[src/rtl/pipeline_hazard_ctrl_pkg.sv]
// Shared types and constants for the pipeline stall/flush controller.
package pipeline_ctrl_pkg;

    typedef enum logic [1:0] {
        RUN      = 2'd0,
        MEM_WAIT = 2'd1,
        ERROR    = 2'd2
    } ctrl_state_t;

    localparam int              CNT_W      = 16;
    localparam logic [CNT_W-1:0] CNT_MAX   = 16'hFFFF;
    localparam int              WAIT_CNT_W = 8;

    // One bundle of pipeline-register controls, so that a whole decision can be
    // assigned at once.
    typedef struct packed {
        logic pc_en;
        logic ifid_en;
        logic idex_en;
        logic exmem_en;
        logic memwb_en;
        logic ifid_flush;
        logic idex_flush;
        logic memwb_bubble;
    } ctrl_out_t;

    // Free-running pipeline: everything loads, nothing is squashed.
    localparam ctrl_out_t CTRL_RUN = '{
        pc_en: 1'b1, ifid_en: 1'b1, idex_en: 1'b1, exmem_en: 1'b1, memwb_en: 1'b1,
        ifid_flush: 1'b0, idex_flush: 1'b0, memwb_bubble: 1'b0
    };

    // Data-memory wait: front of the pipe frozen, WB keeps draining bubbles.
    localparam ctrl_out_t CTRL_MEM_STALL = '{
        pc_en: 1'b0, ifid_en: 1'b0, idex_en: 1'b0, exmem_en: 1'b0, memwb_en: 1'b1,
        ifid_flush: 1'b0, idex_flush: 1'b0, memwb_bubble: 1'b1
    };

    // Timeout: the whole pipe is frozen and nothing may write back.
    localparam ctrl_out_t CTRL_ERROR = '{
        pc_en: 1'b0, ifid_en: 1'b0, idex_en: 1'b0, exmem_en: 1'b0, memwb_en: 1'b0,
        ifid_flush: 1'b0, idex_flush: 1'b0, memwb_bubble: 1'b1
    };

    // Reset: nothing loads and every stage boundary is forced to a NOP.
    localparam ctrl_out_t CTRL_RESET = '{
        pc_en: 1'b0, ifid_en: 1'b0, idex_en: 1'b0, exmem_en: 1'b0, memwb_en: 1'b0,
        ifid_flush: 1'b1, idex_flush: 1'b1, memwb_bubble: 1'b1
    };

    // Saturating increment for the performance counters.
    function automatic logic [CNT_W-1:0] sat_inc(input logic [CNT_W-1:0] v);
        return (v == CNT_MAX) ? v : v + CNT_W'(1);
    endfunction

endpackage

[src/rtl/pipeline_hazard_ctrl_load_use.sv]
// Load-use hazard term: the load in EX targets a register that decode reads.
module load_use_detect #(
    parameter int REG_ADDR_W = 4
) (
    input  logic [REG_ADDR_W-1:0] id_rs1,
    input  logic [REG_ADDR_W-1:0] id_rs2,
    input  logic                  id_uses_rs1,
    input  logic                  id_uses_rs2,
    input  logic [REG_ADDR_W-1:0] ex_rd,
    input  logic                  ex_mem_read,
    input  logic                  ex_wbs,
    output logic                  hazard
);

    logic rs1_hit;
    logic rs2_hit;

    // Compare each source actually read against the load destination.
    always_comb begin
        rs1_hit = id_uses_rs1 && (id_rs1 == ex_rd);
        rs2_hit = id_uses_rs2 && (id_rs2 == ex_rd);
        hazard  = ex_mem_read && ex_wbs && (rs1_hit || rs2_hit);
    end

endmodule

[src/rtl/pipeline_hazard_ctrl.sv]
// Central stall/flush controller for the five-stage pipeline: load-use stalls,
// branch squashes, data-memory waits with timeout, and performance counters.
module pipeline_hazard_ctrl
    import pipeline_ctrl_pkg::*;
#(
    parameter int REG_ADDR_W   = 4,
    parameter int MEM_WAIT_MAX = 15
) (
    input  logic                  clk,
    input  logic                  rst,
    input  logic [REG_ADDR_W-1:0] id_rs1,
    input  logic [REG_ADDR_W-1:0] id_rs2,
    input  logic                  id_uses_rs1,
    input  logic                  id_uses_rs2,
    input  logic [REG_ADDR_W-1:0] ex_rd,
    input  logic                  ex_mem_read,
    input  logic                  ex_wbs,
    input  logic                  branch_taken,
    input  logic                  mem_req,
    input  logic                  mem_ready,
    output logic                  pc_en,
    output logic                  ifid_en,
    output logic                  idex_en,
    output logic                  exmem_en,
    output logic                  memwb_en,
    output logic                  ifid_flush,
    output logic                  idex_flush,
    output logic                  memwb_bubble,
    output logic                  mem_timeout,
    output logic [CNT_W-1:0]      stall_cycles,
    output logic [CNT_W-1:0]      flush_count
);

    localparam logic [WAIT_CNT_W-1:0] WAIT_MAX = WAIT_CNT_W'(MEM_WAIT_MAX);

    ctrl_state_t           state_q, state_d;
    logic [WAIT_CNT_W-1:0] wait_cnt_q, wait_cnt_d;
    logic                  mem_timeout_q, mem_timeout_d;
    logic [CNT_W-1:0]      stall_cycles_q, stall_cycles_d;
    logic [CNT_W-1:0]      flush_count_q, flush_count_d;

    logic      load_use;
    logic      mem_stall;
    ctrl_out_t dec_out;
    logic      dec_branch;
    ctrl_out_t ctrl;
    logic      count_flush;

    load_use_detect #(
        .REG_ADDR_W (REG_ADDR_W)
    ) u_load_use (
        .id_rs1      (id_rs1),
        .id_rs2      (id_rs2),
        .id_uses_rs1 (id_uses_rs1),
        .id_uses_rs2 (id_uses_rs2),
        .ex_rd       (ex_rd),
        .ex_mem_read (ex_mem_read),
        .ex_wbs      (ex_wbs),
        .hazard      (load_use)
    );

    // Normal-decode priority: memory stall, then branch, then load-use.
    always_comb begin
        mem_stall  = mem_req && !mem_ready;
        dec_out    = CTRL_RUN;
        dec_branch = 1'b0;
        if (mem_stall) begin
            dec_out = CTRL_MEM_STALL;
        end else if (branch_taken) begin
            // A branch also squashes any hazarding decode instruction.
            dec_out.ifid_flush = 1'b1;
            dec_out.idex_flush = 1'b1;
            dec_branch         = 1'b1;
        end else if (load_use) begin
            dec_out.pc_en      = 1'b0;
            dec_out.ifid_en    = 1'b0;
            dec_out.idex_flush = 1'b1;
        end
    end

    // Controller FSM: next state, wait counter, timeout flag and output select.
    always_comb begin
        state_d       = state_q;
        wait_cnt_d    = wait_cnt_q;
        mem_timeout_d = mem_timeout_q;
        ctrl          = dec_out;
        count_flush   = 1'b0;
        case (state_q)
            RUN: begin
                count_flush = dec_branch;
                if (mem_stall) begin
                    // wait_cnt counts frozen cycles including the current one,
                    // so the limit is reached on the MEM_WAIT_MAX-th frozen cycle.
                    wait_cnt_d = WAIT_CNT_W'(1);
                    if (WAIT_MAX == WAIT_CNT_W'(1)) begin
                        state_d       = ERROR;
                        mem_timeout_d = 1'b1;
                    end else begin
                        state_d = MEM_WAIT;
                    end
                end
            end
            MEM_WAIT: begin
                if (mem_ready) begin
                    // Release cycle: any branch held while EX was frozen acts now.
                    count_flush = dec_branch;
                    state_d     = RUN;
                    wait_cnt_d  = '0;
                end else begin
                    ctrl       = CTRL_MEM_STALL;
                    wait_cnt_d = wait_cnt_q + WAIT_CNT_W'(1);
                    if (wait_cnt_d == WAIT_MAX) begin
                        state_d       = ERROR;
                        mem_timeout_d = 1'b1;
                    end
                end
            end
            ERROR: begin
                ctrl = CTRL_ERROR;
            end
            default: begin
                ctrl    = CTRL_ERROR;
                state_d = RUN;
            end
        endcase
        if (rst) begin
            ctrl        = CTRL_RESET;
            count_flush = 1'b0;
        end
    end

    // Performance counters, both saturating.
    always_comb begin
        stall_cycles_d = stall_cycles_q;
        flush_count_d  = flush_count_q;
        if (!ctrl.pc_en) begin
            stall_cycles_d = sat_inc(stall_cycles_q);
        end
        if (count_flush) begin
            flush_count_d = sat_inc(flush_count_q);
        end
    end

    // State and counter registers with synchronous reset.
    always_ff @(posedge clk) begin
        if (rst) begin
            state_q        <= RUN;
            wait_cnt_q     <= '0;
            mem_timeout_q  <= 1'b0;
            stall_cycles_q <= '0;
            flush_count_q  <= '0;
        end else begin
            state_q        <= state_d;
            wait_cnt_q     <= wait_cnt_d;
            mem_timeout_q  <= mem_timeout_d;
            stall_cycles_q <= stall_cycles_d;
            flush_count_q  <= flush_count_d;
        end
    end

    // Drive ports; status reads as cleared while reset is held.
    always_comb begin
        pc_en        = ctrl.pc_en;
        ifid_en      = ctrl.ifid_en;
        idex_en      = ctrl.idex_en;
        exmem_en     = ctrl.exmem_en;
        memwb_en     = ctrl.memwb_en;
        ifid_flush   = ctrl.ifid_flush;
        idex_flush   = ctrl.idex_flush;
        memwb_bubble = ctrl.memwb_bubble;
        mem_timeout  = mem_timeout_q && !rst;
        stall_cycles = rst ? '0 : stall_cycles_q;
        flush_count  = rst ? '0 : flush_count_q;
    end

endmodule

[config.mk]
export PLATFORM = sky130hd
export DESIGN_NAME = pipeline_hazard_ctrl
export DESIGN_NICKNAME = d
export VERILOG_FILES = /design/src/rtl/pipeline_hazard_ctrl_pkg.sv /design/src/rtl/pipeline_hazard_ctrl_load_use.sv /design/src/rtl/pipeline_hazard_ctrl.sv
export SDC_FILE = /design/constraint.sdc
export NUM_CORES = 1
export LEC_CHECK = 0
export BUFFER_PORTS_ARGS = -buffer_cell sky130_fd_sc_hd__buf_2
export CAP_MARGIN = 20
export CELL_PAD_IN_SITES_DETAIL_PLACEMENT = 1
export CELL_PAD_IN_SITES_GLOBAL_PLACEMENT = 1
export CORE_MARGIN = 1.5
export CORE_UTILIZATION = 40
export CTS_BUF_LIST = sky130_fd_sc_hd__clkbuf_4
export DETAILED_ROUTE_END_ITERATION = 8
export GPL_TIMING_DRIVEN = 0
export PLACE_DENSITY_LB_ADDON = 0.1
export SLEW_MARGIN = 15
export SYNTH_ARGS = -nofsm -noshare
export SYNTH_HDL_FRONTEND = slang
export SYNTH_SLANG_ARGS = --single-unit
export TNS_END_PERCENT = 20
[constraint.sdc]
create_clock -name clk -period 2.5 [get_ports clk]
set_input_delay 0.25 -clock clk [delete_from_list [all_inputs] [get_ports clk]]
set_output_delay 0.25 -clock clk [all_outputs]
set_load 0.005 [all_outputs]
; ---- After elaboration in Yosys (flattened, before gate mapping)
; Index checks and enable logic that the tools add are counted.
[totals]
word_cells = 63
ff_bits = 43
inputBits = 21
[classes]
eq_ne = 9
n_addsub = 3
n_reduce_logical = 16
bitwise_logic = 5
mux = 25
[ops]
columns = op, n
row1 = $add 16x1->16 const B, 2
row2 = $eq 16x16->1 const B, 2
row3 = $mux 16, 2
row4 = $mux 8, 4
row5 = $pmux 8 s2, 2
row6 = $mux 2, 7
row7 = $add 8x1->8 const B, 1
row8 = $eq 4x4->1, 2
row9 = $eq 8x4->1 const B, 1
row10 = $mux 1, 7
row11 = $logic_and 1x1->1, 6
row12 = $pmux 2 s3, 1
row13 = $reduce_and 2->1, 3
row14 = $reduce_and 3->1, 2
row15 = $not 1->1, 5
row16 = $mux 3, 1
row17 = $ne 3x3->1 const B, 1
row18 = $eq 2x1->1 const B, 1
row19 = $eq 2x2->1 const B, 1
row20 = $logic_not 1->1, 2
row21 = $logic_not 2->1, 1
row22 = $ne 2x2->1 const B, 1
row23 = $pmux 1 s2, 1
row24 = $reduce_bool 2->1, 1
row25 = $logic_or 1x1->1, 1

; ---- Depth between registers and ports, before layout
[depth]
word_depth = 12
ltp_mapped = 8
ltp_nobuf = 8

; ---- Hierarchy
; A second synthesis with hierarchy kept.
[hier_totals]
hier_cells = 316
hier_area_um2 = 2643.8
[by_module_without_submodules]
columns = module, instances, cells_per_inst, area_per_inst_um2, seq_area_each_um2
row1 = pipeline_hazard_ctrl, 1, 304, 2544.9, 860.8
row2 = load_use_detect, 1, 12, 98.8, 0.0

; ---- Worst setup path after synthesis
; No wires, ideal clock.
[synth_timing]
kind = reg2reg
startpoint = register stall_cycles_q[0]
endpoint = register stall_cycles_q[10]
period_less_slack_ps = 1890
setup_time_ps = 123
t_arrival_ps = 1766
stages_incl_launch_ff = 8
required_ps = 2377
path_buffers = 0
path_slack_ps = 610
cell_sequence = dfxtp_1 > ha_1 > nand3_1 > or2_1 > nor3_4 > a21oi_4 > nand4_1 > mux2_1
[synth_via]
elab_chain_len = 3
word_cells_on_any_way = 4
[synth_rtl]
columns = element, line_no
row1 = "start, declared", pipeline_hazard_ctrl.sv:39  ; logic [CNT_W-1:0] stall_cycles_q, stall_cycles_d;
row2 = "start signal, assigned", pipeline_hazard_ctrl.sv:156  ; stall_cycles_q <= stall_cycles_d;
row3 = branches (longest 3 deep; another with $add 16x1->16), --
; Parallel ways; which one is timed is not known.
; A chain may end at the register's enable or synchronous reset.

; ---- Worst setup path in the final report
[layout_timing]
startpoint = register state_q[0]
endpoint = output port pc_en
[layout_via]
elab_chain_len = 3
word_cells_on_any_way = 4
[layout_rtl]
columns = element, line_no
row1 = "start, declared", pipeline_hazard_ctrl.sv:36  ; ctrl_state_t state_q, state_d;
row2 = "start signal, assigned", pipeline_hazard_ctrl.sv:153  ; state_q <= state_d;
row3 = $eq 2x1->1 / $logic_not 2->1 (equally long branches), pipeline_hazard_ctrl.sv:88  ; case (state_q)
row4 = $pmux 8 s2 *, pipeline_hazard_ctrl.sv:88
row5 = $mux 8 *, pipeline_hazard_ctrl.sv:126  ; if (rst) begin
row6 = "end, declared", pipeline_hazard_ctrl.sv:21  ; output logic pc_en,
; Mark *: on every way between the ends. The rest lies on a longest branch, timed or not.

==> results.yml <==
detailed_routing:
  num_vias: 2374
  drc: 0
  wl_per_cell_um: 14.9
  via_per_inst: 5.36
  firstDrtPassIters: 4
  dr.first_iter.drc_count: 51
  routed_wl_um: 6610
  drtAntennaViolNets: 0
clocking:
  clock-root-buffer: "clkbuf_4"
  clk_pin_slew_ns: 0.15
  cts_sinks: 43
  cts_setup_buffers: 0
  cts_max_level: 2
  ctsHoldBuffers: 0
  cts_resized: 0
  cts_tree: "built"
  clk_latency_ns: 0.37
  clockBufferDepth: 2
  cts_buffers: 5
finish:
  mostFrequentLayoutCell: "buf_2"
  fillers: 774
  design_area_mm2: 0.00291
  final_nets: 392
  layout-drive-gt1-share: 0.223
  layout_common_cells: "61 x buf_2, 43 x dfxtp_1, 39 x nor2_1"
  fin_util: 0.491
  syn_to_final_growth_pct: 18.7
  antenna_cells: 0
worst_setup_path:
  start_kind: "flip-flop"
  path_depth: 8
  reg2reg_depth: 7
  worst_ep_required_time_ns: 2.25
  cp_slowest_cell: "dfxtp_1"
  crit_top_cell: "inv_2"
  crit_chain: "o21bai_1 > nand2_1 > inv_2 > o31a_1 > nand2_2 > inv_2 > buf_4 > buf_2"
  path_buf_inv: 4
  worstReg2RegStart: "stall_cycles_q[0]$_SDFFE_PP0P_"
  crit_arrival_ns: 2.04
  end_kind: "output port"
  crit_start: "state_q[0]$_SDFFE_PP0P_"
  crit_fanout: 8
  worst-setup-path-type: "flip-flop to output port"
  crit_family: "compound AO/OA/AOI/OAI gates"
  slowest_delay_ns: 0.37
pwr:
  pwr_density_cell_mw_per_mm2: 418
  ir_worst_vdd_uv: 224
  p_leak_nw: 1.27
  p_total_w: 0.00121
sta:
  rsz0062_at_grt: "no"
  fmax_ghz: 0.436
  setup_viol: 0
  final_max_slew_viol_count: 0
  hold_viol_final: 0
  tightest_slew_ns: 0.594
  max_slew_margin: 0.604
  fin_crit_ns: 2.29
  fin_hold_ws_ns: 0.232
  tns_ns: 0
  finClkSkew_ns: 0.0140
  timing.final.crit_share: 0.918
global_route:
  gr-usage-all-layers: 0.219
  use_met3: 0.0404
  grt.busiest_layer: "met2"
  antenna_found_initial: 0
  met2_usage: 0.372
  grt_first_pass_wirelength_um: 11000
  overflow: 0
  grt_max_degree: 15
  grtUsageMet1: 0.283
  grt_pass1_vias: 2257
synthesis:
  ys_types: 49
  netlist_instances: 299
  synth.cell_area_mm2: 0.00245
  avgSynthCellArea_um2: 8.19
  ys_seq_elements: 43
  yosysTopAreaCellShare: 0.352
  synthArstFlopShare: 0
  syn_nets: 324
  synthTopCellsByArea: "dfxtp_1 35%, nor2b_1 8.2%, nor2_1 6.0%"
  synth-edff-count: 0
  synth-main-ff-cell: "dfxtp_1"
  seq_area_frac_synth: 0.352
  synth_warnings: 0
  synth.largest_area_cell: "dfxtp_1"
floorplanning:
  num_io_pins: 62
  std_cell_rows: 28
  dieHeight_um: 81.2
  core-area_mm2: 0.00592
  die_x_um: 81.2
  dieArea_mm2: 0.00660
  initial_core_util: 0.414
hold_path:
  hold_path.class: "input pin to flip-flop"
  worst_hold_startpoint: "rst"
  holdPathStages: 4
place:
  postPlaceCellArea_mm2: 0.00285
  gp_congestion: 0.812
  dpl.hpwl_um: 5080
  io_buffers: 61
run:
  maxCapViolCount: 0
run_status:
  status: "completed"
-- final timing paths --
check	slack [ns]	endpoint
max	0.21	pc_en
min	0.23	state_q[0]$_SDFFE_PP0P_
max reg2reg	0.25	stall_cycles_q[9]$_SDFFE_PP0P_
min reg2reg	0.50	wait_cnt_q[7]$_SDFFE_PP0P_
-- sequential cells by signal (all words and copies together) (netlist names) --
signal / count
state_q: 2
mem_timeout_q: 1
flush_count_q: 16
wait_cnt_q: 8
stall_cycles_q: 16
-- report_power, final --
part | switching (W) | leakage, nW | total (W) | internal, W
Sequential | 0.0000123 | 0.347 | 0.000708 | 0.000696
Combinational | 0.0000855 | 0.891 | 0.000147 | 0.0000619
Clock | 0.000250 | 0.0288 | 0.000358 | 0.000108
Total | 0.000348 | 1.27 | 0.00121 | 0.000866
-- cell type report --
type	count	area [um^2]	share of cell area
multi-input cells	240	1520	0.523
flip-flops and latches	43	861	0.296
clock buffers	5	37.5	0.0129
inverters	6	22.5	0.00775
repair buffers	61	305	0.105
plain buffers	10	45.0	0.0155
clock inverters	3	20.0	0.00689
well taps	75	93.8	0.0323
-- synth_stat cells, types with 2 or more instances --
master / instances
mux2i_1: 2
or3_1: 4
a21o_1: 3
and4_1: 3
o21ai_0: 16
dfxtp_1: 43
ha_1: 4
a31oi_1: 2
nand3_1: 20
nand4_1: 10
nand3b_1: 2
buf_4: 2
nand2_1: 18
xor2_1: 5
nor4_1: 2
and3_1: 7
nor4_2: 2
a21oi_1: 8
clkbuf_1: 7
nand2b_1: 5
nor2b_1: 32
inv_2: 2
o31ai_1: 3
o21ai_1: 2
or4_1: 3
nor2_1: 39
inv_1: 4
nor3_1: 6
xnor2_1: 14
mux2_1: 10
-- layer usage --
| layer | vias to the layer above | share of wire |
|---|---|---|
| met3 | 6 | 0.030 |
| met4 | 0 | 0.011 |
| met1 | 1146 | 0.47 |
| met5 | - | 0 |
| met2 | 34 | 0.49 |
| li1 | 1188 | - |
-- worst min-delay path: cells and delay by family --
family          cells  cell delay (ns)
compound gates      1             0.03
buf+inv             1             0.15
simple gates        2             0.14
-- per-stage QoR --
step	cells	setup WS, ns
floorplan	299	0.610
global placement	435	0.392
CTS	443	0.183
finish	443	0.206
detailed placement	435	0.314
global route	443	0.0129
-- kinds of logic (layout without fill, tap and decap cells) --
group	Yosys count	after routing	synth area share
AO/OA/AOI/OAI	42	42	0.107
buffers and inverters	16	85	0.0276
XOR/XNOR	19	19	0.0680
flip-flops	43	43	0.352
AND/OR/NAND/NOR	162	162	0.366
multiplexers	13	13	0.0588
adder cells (fa/ha/maj)	4	4	0.0204
Power figures use the tool's default switching activity.
